$ cat config.mk
export PLATFORM = sky130hd
export DESIGN_NAME = uart_rx_ctrl
export DESIGN_NICKNAME = d
export VERILOG_FILES = /design/src/rtl/uart_pkg.sv /design/src/rtl/Synchronizer.sv /design/src/rtl/uart_rx_ctrl.sv
export SDC_FILE = /design/constraint.sdc
export NUM_CORES = 1
export LEC_CHECK = 0
export CORE_UTILIZATION = 45
export DETAILED_ROUTE_END_ITERATION = 8
export PLACE_DENSITY = 0.66
export SYNTH_ARGS = -nofsm -noshare
export SYNTH_HDL_FRONTEND = slang
export SYNTH_SLANG_ARGS = --single-unit
$ cat constraint.sdc
create_clock -name clock -period 5.15 [get_ports clock]
set_input_delay 1.03 -clock clock [delete_from_list [all_inputs] [get_ports clock]]
set_output_delay 1.03 -clock clock [all_outputs]
set_load 0.02 [all_outputs]
$ cat src/rtl/uart_pkg.sv
// Shared types and default sizing for the UART receive path.
// Latency: none (declarations only).
// Backpressure: not applicable.
package uart_pkg;

    localparam int DEFAULT_CLKS_PER_BIT = 16;
    localparam int DEFAULT_DATA_BITS    = 8;

    typedef enum logic [2:0] {
        IDLE      = 3'd0,
        START     = 3'd1,
        DATA      = 3'd2,
        STOP      = 3'd3,
        WAIT_HIGH = 3'd4
    } state_t;

endpackage

$ cat src/rtl/Synchronizer.sv
// Two-flop synchronizer bringing an asynchronous level into the clock domain.
// Latency: two clocks from input change to q.
// Backpressure: none; reset presets both flops to RESET_VAL (line idle).
module Synchronizer #(
    parameter logic RESET_VAL = 1'b1
) (
    input  logic clock,
    input  logic reset_n,
    input  logic d,
    output logic q
);

    logic meta;

    // Capture the raw input, then re-register it to let metastability settle.
    always_ff @(posedge clock or negedge reset_n) begin
        if (!reset_n) begin
            meta <= RESET_VAL;
            q    <= RESET_VAL;
        end else begin
            meta <= d;
            q    <= meta;
        end
    end

endmodule

$ cat src/rtl/uart_rx_ctrl.sv
// UART receiver: oversampled start/data/stop detection into a one-entry output buffer.
// Latency: byte presented the cycle after the mid-stop-bit sample (~9.5 bit times after rx falls).
// Backpressure: valid/ready; a byte arriving while the buffer is held is dropped with an overrun pulse.
module uart_rx_ctrl
    import uart_pkg::*;
#(
    parameter int CLKS_PER_BIT = DEFAULT_CLKS_PER_BIT,
    parameter int DATA_BITS    = DEFAULT_DATA_BITS
) (
    input  logic                 clock,
    input  logic                 reset_n,
    input  logic                 rx,
    output logic [DATA_BITS-1:0] data,
    output logic                 valid,
    input  logic                 ready,
    output logic                 framing_err,
    output logic                 overrun,
    output logic                 busy
);

    localparam int CW = $clog2(CLKS_PER_BIT);
    localparam int BW = $clog2(DATA_BITS + 1);

    // Terminal counts: half a bit to reach mid-start, a full bit between later samples.
    localparam logic [CW-1:0] HALF_LAST = CW'(CLKS_PER_BIT / 2 - 1);
    localparam logic [CW-1:0] FULL_LAST = CW'(CLKS_PER_BIT - 1);
    localparam logic [BW-1:0] LAST_IDX  = BW'(DATA_BITS - 1);

    state_t                state;
    logic [CW-1:0]         cnt;
    logic [BW-1:0]         bit_idx;
    logic [DATA_BITS-1:0]  shreg;
    logic                  rx_s;
    logic                  stop_good;

    Synchronizer #(
        .RESET_VAL (1'b1)
    ) u_rx_sync (
        .clock   (clock),
        .reset_n (reset_n),
        .d       (rx),
        .q       (rx_s)
    );

    // Mid-stop-bit sample found the line high: the shift register holds a complete byte.
    assign stop_good = (state == STOP) && (cnt == FULL_LAST) && rx_s;

    // Receive FSM with bit timing, shift register, framing error and busy flag.
    always_ff @(posedge clock or negedge reset_n) begin
        if (!reset_n) begin
            state       <= IDLE;
            cnt         <= '0;
            bit_idx     <= '0;
            shreg       <= '0;
            framing_err <= 1'b0;
            busy        <= 1'b0;
        end else begin
            framing_err <= 1'b0;
            case (state)
                IDLE: begin
                    cnt <= '0;
                    if (!rx_s) begin
                        state <= START;
                        busy  <= 1'b1;
                    end
                end
                START: begin
                    if (cnt == HALF_LAST) begin
                        cnt     <= '0;
                        bit_idx <= '0;
                        if (!rx_s) begin
                            state <= DATA;
                        end else begin
                            // Start bit did not persist to mid-bit: treat as a glitch.
                            state <= IDLE;
                            busy  <= 1'b0;
                        end
                    end else begin
                        cnt <= cnt + 1'b1;
                    end
                end
                DATA: begin
                    if (cnt == FULL_LAST) begin
                        cnt     <= '0;
                        shreg   <= {rx_s, shreg[DATA_BITS-1:1]};
                        bit_idx <= bit_idx + 1'b1;
                        if (bit_idx == LAST_IDX) begin
                            state <= STOP;
                        end
                    end else begin
                        cnt <= cnt + 1'b1;
                    end
                end
                STOP: begin
                    if (cnt == FULL_LAST) begin
                        cnt <= '0;
                        if (rx_s) begin
                            state <= IDLE;
                            busy  <= 1'b0;
                        end else begin
                            // Byte is discarded; it is overwritten by the next frame.
                            framing_err <= 1'b1;
                            state       <= WAIT_HIGH;
                        end
                    end else begin
                        cnt <= cnt + 1'b1;
                    end
                end
                WAIT_HIGH: begin
                    // A break holds the line low; only a return to idle re-arms the receiver.
                    if (rx_s) begin
                        state <= IDLE;
                        busy  <= 1'b0;
                    end
                end
                default: begin
                    state <= IDLE;
                    busy  <= 1'b0;
                end
            endcase
        end
    end

    // One-entry output buffer: load on a good stop bit when free or being drained, else flag overrun.
    always_ff @(posedge clock or negedge reset_n) begin
        if (!reset_n) begin
            data    <= '0;
            valid   <= 1'b0;
            overrun <= 1'b0;
        end else begin
            overrun <= 1'b0;
            if (stop_good) begin
                if (!valid || ready) begin
                    data  <= shreg;
                    valid <= 1'b1;
                end else begin
                    overrun <= 1'b1;
                end
            end else if (valid && ready) begin
                valid <= 1'b0;
            end
        end
    end

endmodule

==> results_dict.tcl <==
set metrics [dict create \
    status "finished, final reports clean" \
    cts.clk_slew.worst_paths_ns 0.09 \
    power.internal_uw 453 \
    grt-ovfl-total 0 \
    clk-insertion-delay-late_ns 0.33 \
    ios 16 \
    cts_sinks 33 \
    fp.dieH_um 59.9 \
    finClkSkew_ns 0.00918 \
    drt_iter0_drc 29 \
    drv_cap 0 \
    slowest_stage "clkdlybuf4s50_1" \
    p_leak_uw 0.000808 \
    max_stage_delay_ns 0.61 \
    drv_slew 0 \
    startpoint_type "flop" \
    ant_nets 0 \
    diodes 0 \
    comb_power_share_pct 23.0 \
    cp.required_ns 4.12 \
    cts_resized 0 \
    antenna_found_initial 0 \
    cts_tree "built" \
    switching_share_pct 34.6 \
    core_area_um2 3130 \
    ys_types 38 \
    io_buffers 15 \
    cp_top_family "buffers and inverters" \
    placed_area_um2 1690 \
    grt_first_pass_wirelength_um 4600 \
    vdd_drop_max_mv 0.243 \
    mostFrequentLayoutCell "dfrtp_1" \
    die_x_um 59.9 \
    yosysWarnings 0 \
    clock.fmax_mhz 425 \
    cts_setup_buffers 0 \
    path_cells "clkdlybuf4s50_1" \
    reg2regPathDepth 4 \
    worstPathMaxFanout 2 \
    cp.depth 1 \
    worstHoldPathType "flop to flop" \
    grt_pass1_vias 1001 \
    fillers 264 \
    gp_congestion 0.715 \
    finalSetupViolCount 0 \
    p_clk_share_pct 23.7 \
    wirelength_um 2680 \
    clk_path_buf_depth 2 \
    multiInputGateArea_um2 638 \
    finalHoldViolCount 0 \
    dr.pass1.iters 4 \
    finalSetupTns_ns 0 \
    critPathArrivalTime_ns 1.32 \
    crit_buf_inv 1 \
    cp-end-kind "output pin" \
    crit_type "flop to output pin" \
    dp_hpwl_um 1850 \
    cts_made_buffers 5 \
    seq_area_um2 828 \
    viasPerCell 5.49 \
    p_seq_share_pct 53.2 \
    rows 20 \
    layout_min_cycle_time_ns 2.35 \
    reg2reg_to "data[7]$_DFFE_PN0P_" \
    htree_levels 2 \
    r2r_slack_ns 3.22 \
    ys_ff_latch 33 \
    seq_area_frac_synth_pct 54.8 \
    fin_nets 149 \
    max_slew_margin_pct 63.5 \
    worstSetupEndpoint "data[1]" \
    start_util_pct 48.3 \
    period_share_pct 45.7 \
    drc 0 \
    worst_pin_slew_ns 0.547 \
    startpoint "data[1]$_DFFE_PN0P_" \
    grt_start_max_net_pins 34 \
    pwr_density_cell_nw_per_um2 393 \
    synth_fp_nets 133 \
    routedWlPerCell_um 14.2 \
    synth.avg_cell_area_um2 11.9 \
    rsz0062_at_grt "no" \
    postCtsHoldBufs 0 \
    vias 1033 \
    hp-start "u_rx_sync.meta$_DFF_PN1_" \
    synth_cells 127 \
    stdcell_area_um2 1760 \
    syn2layout_area_growth_pct 16.6 \
    power.net_switching_uw 239 \
    reg2reg_from "cnt[0]$_DFFE_PN0P_" \
    grt_use_total_pct 17.9 \
    syn_area_um2 1510 \
    dieArea_um2 3590 \
    drive_above_1_share_pct 20.1 \
    cts_root_buf "clkbuf_4" \
    final_cell_mix "dfrtp_1 (31), clkdlybuf4s50_1 (15), mux2_2 (13)" \
    hold_path_depth 0 \
]
## cell families after synthesis
logic type               count (synthesis)  synth area share (%)
AND/OR/NAND/NOR                         41                  17.1
flip-flops                              33                  54.8
AO/OA/AOI/OAI                           22                  9.78
multiplexers                            18                  13.2
buffers and inverters                   10                  2.90
adder cells (fa/ha/maj)                  2                  1.66
XOR/XNOR                                 1                 0.580
## how the worst min path moves through the flow
stage                                  endpoint  slack [ns]
final                     u_rx_sync.q$_DFF_PN1_        0.36
after global placement    u_rx_sync.q$_DFF_PN1_        0.35
after detailed placement  u_rx_sync.q$_DFF_PN1_        0.35
after CTS                 u_rx_sync.q$_DFF_PN1_        0.36
after floorplan           u_rx_sync.q$_DFF_PN1_        0.35
after global routing      u_rx_sync.q$_DFF_PN1_        0.37
## worst reg2reg max path: cells and delay by family (launching register included)
| family | cells | cell delay [ns] |
|---|---|---|
| mux | 1 | 0.39 |
| flops | 1 | 0.41 |
| simple gates | 2 | 0.61 |
| fa+ha+maj | 1 | 0.40 |
## cell usage after synthesis
cell type,count,area share [%]
dfrtp_1,31,51
mux2_2,13,9.7
nor2_1,9,2.2
nand2_1,8,2.0
o21ai_0,7,2.3
buf_2,5,1.7
a31oi_1,4,1.7
a21oi_1,3,0.99
inv_1,3,0.75
mux2i_1,3,2.0
nand2b_1,3,1.2
nand3_1,3,0.99
nor2b_1,3,1.2
or3_1,3,1.2
clkbuf_1,2,0.50
dfstp_2,2,3.5
ha_1,2,1.7
mux2_1,2,1.5
nand3b_1,2,0.99
a211oi_1,1,0.50
a211oi_2,1,0.83
a221oi_1,1,0.58
a41o_1,1,0.66
a41oi_1,1,0.58
and3_1,1,0.41
and4_1,1,0.58
and4b_1,1,0.66
nand4_1,1,0.41
nand4b_1,1,0.58
nand4b_4,1,1.6
nor3b_4,1,1.2
o2111ai_1,1,0.58
o2bb2ai_1,1,0.58
o31ai_1,1,0.50
or2_2,1,0.41
or3b_2,1,0.58
or4b_1,1,0.66
xor2_1,1,0.58
## per-stage QoR
step,util (%),hold WS [ns],cells,total power (uW),worst slack (ns)
6_report,56.3,0.361,188,692,2.80
3_5_place_dp,54.0,0.350,180,533,2.58
3_3_place_gp,54.0,0.347,180,525,2.65
5_1_grt,56.3,0.370,188,747,2.73
2_1_floorplan,-,0.345,127,494,3.17
4_1_cts,56.3,0.365,188,702,2.78
## area by class of cell
class / count / area share (%)
sequential: 33 / 47.1
inverter: 3 / 0.640
clock inverter: 1 / 0.284
tap: 44 / 3.13
multi-input combinational: 84 / 36.2
timing repair buffer: 16 / 8.96
clock buffer: 7 / 3.70
## power groups by stage
| stage | clock (uW) | sequential [uW] | combinational, uW |
|---|---|---|---|
| floorplan | 0 | 331 | 163 |
| global placement | 0 | 369 | 156 |
| detailed placement | 0 | 372 | 161 |
| CTS | 173 | 367 | 162 |
| global route | 183 | 379 | 185 |
| finish | 164 | 368 | 159 |
## sequential cells by signal (all words and copies together), names as in the netlist
signal          cells
busy                1
u_rx_sync.meta      1
valid               1
u_rx_sync.q         1
cnt                 4
shreg               8
bit_idx             4
overrun             1
framing_err         1
data                8
state               3
## layer usage
layer / vias to the layer above / routed length [um] / GRT usage [%]
met5: - / 0 / 0
met4: 0 / 34 / 10.3
met3: 5 / 130 / 5.19
met2: 27 / 1300 / 27.1
met1: 511 / 1210 / 22.9
li1: 490 / - / -
(Power assumes the default switching activity.)
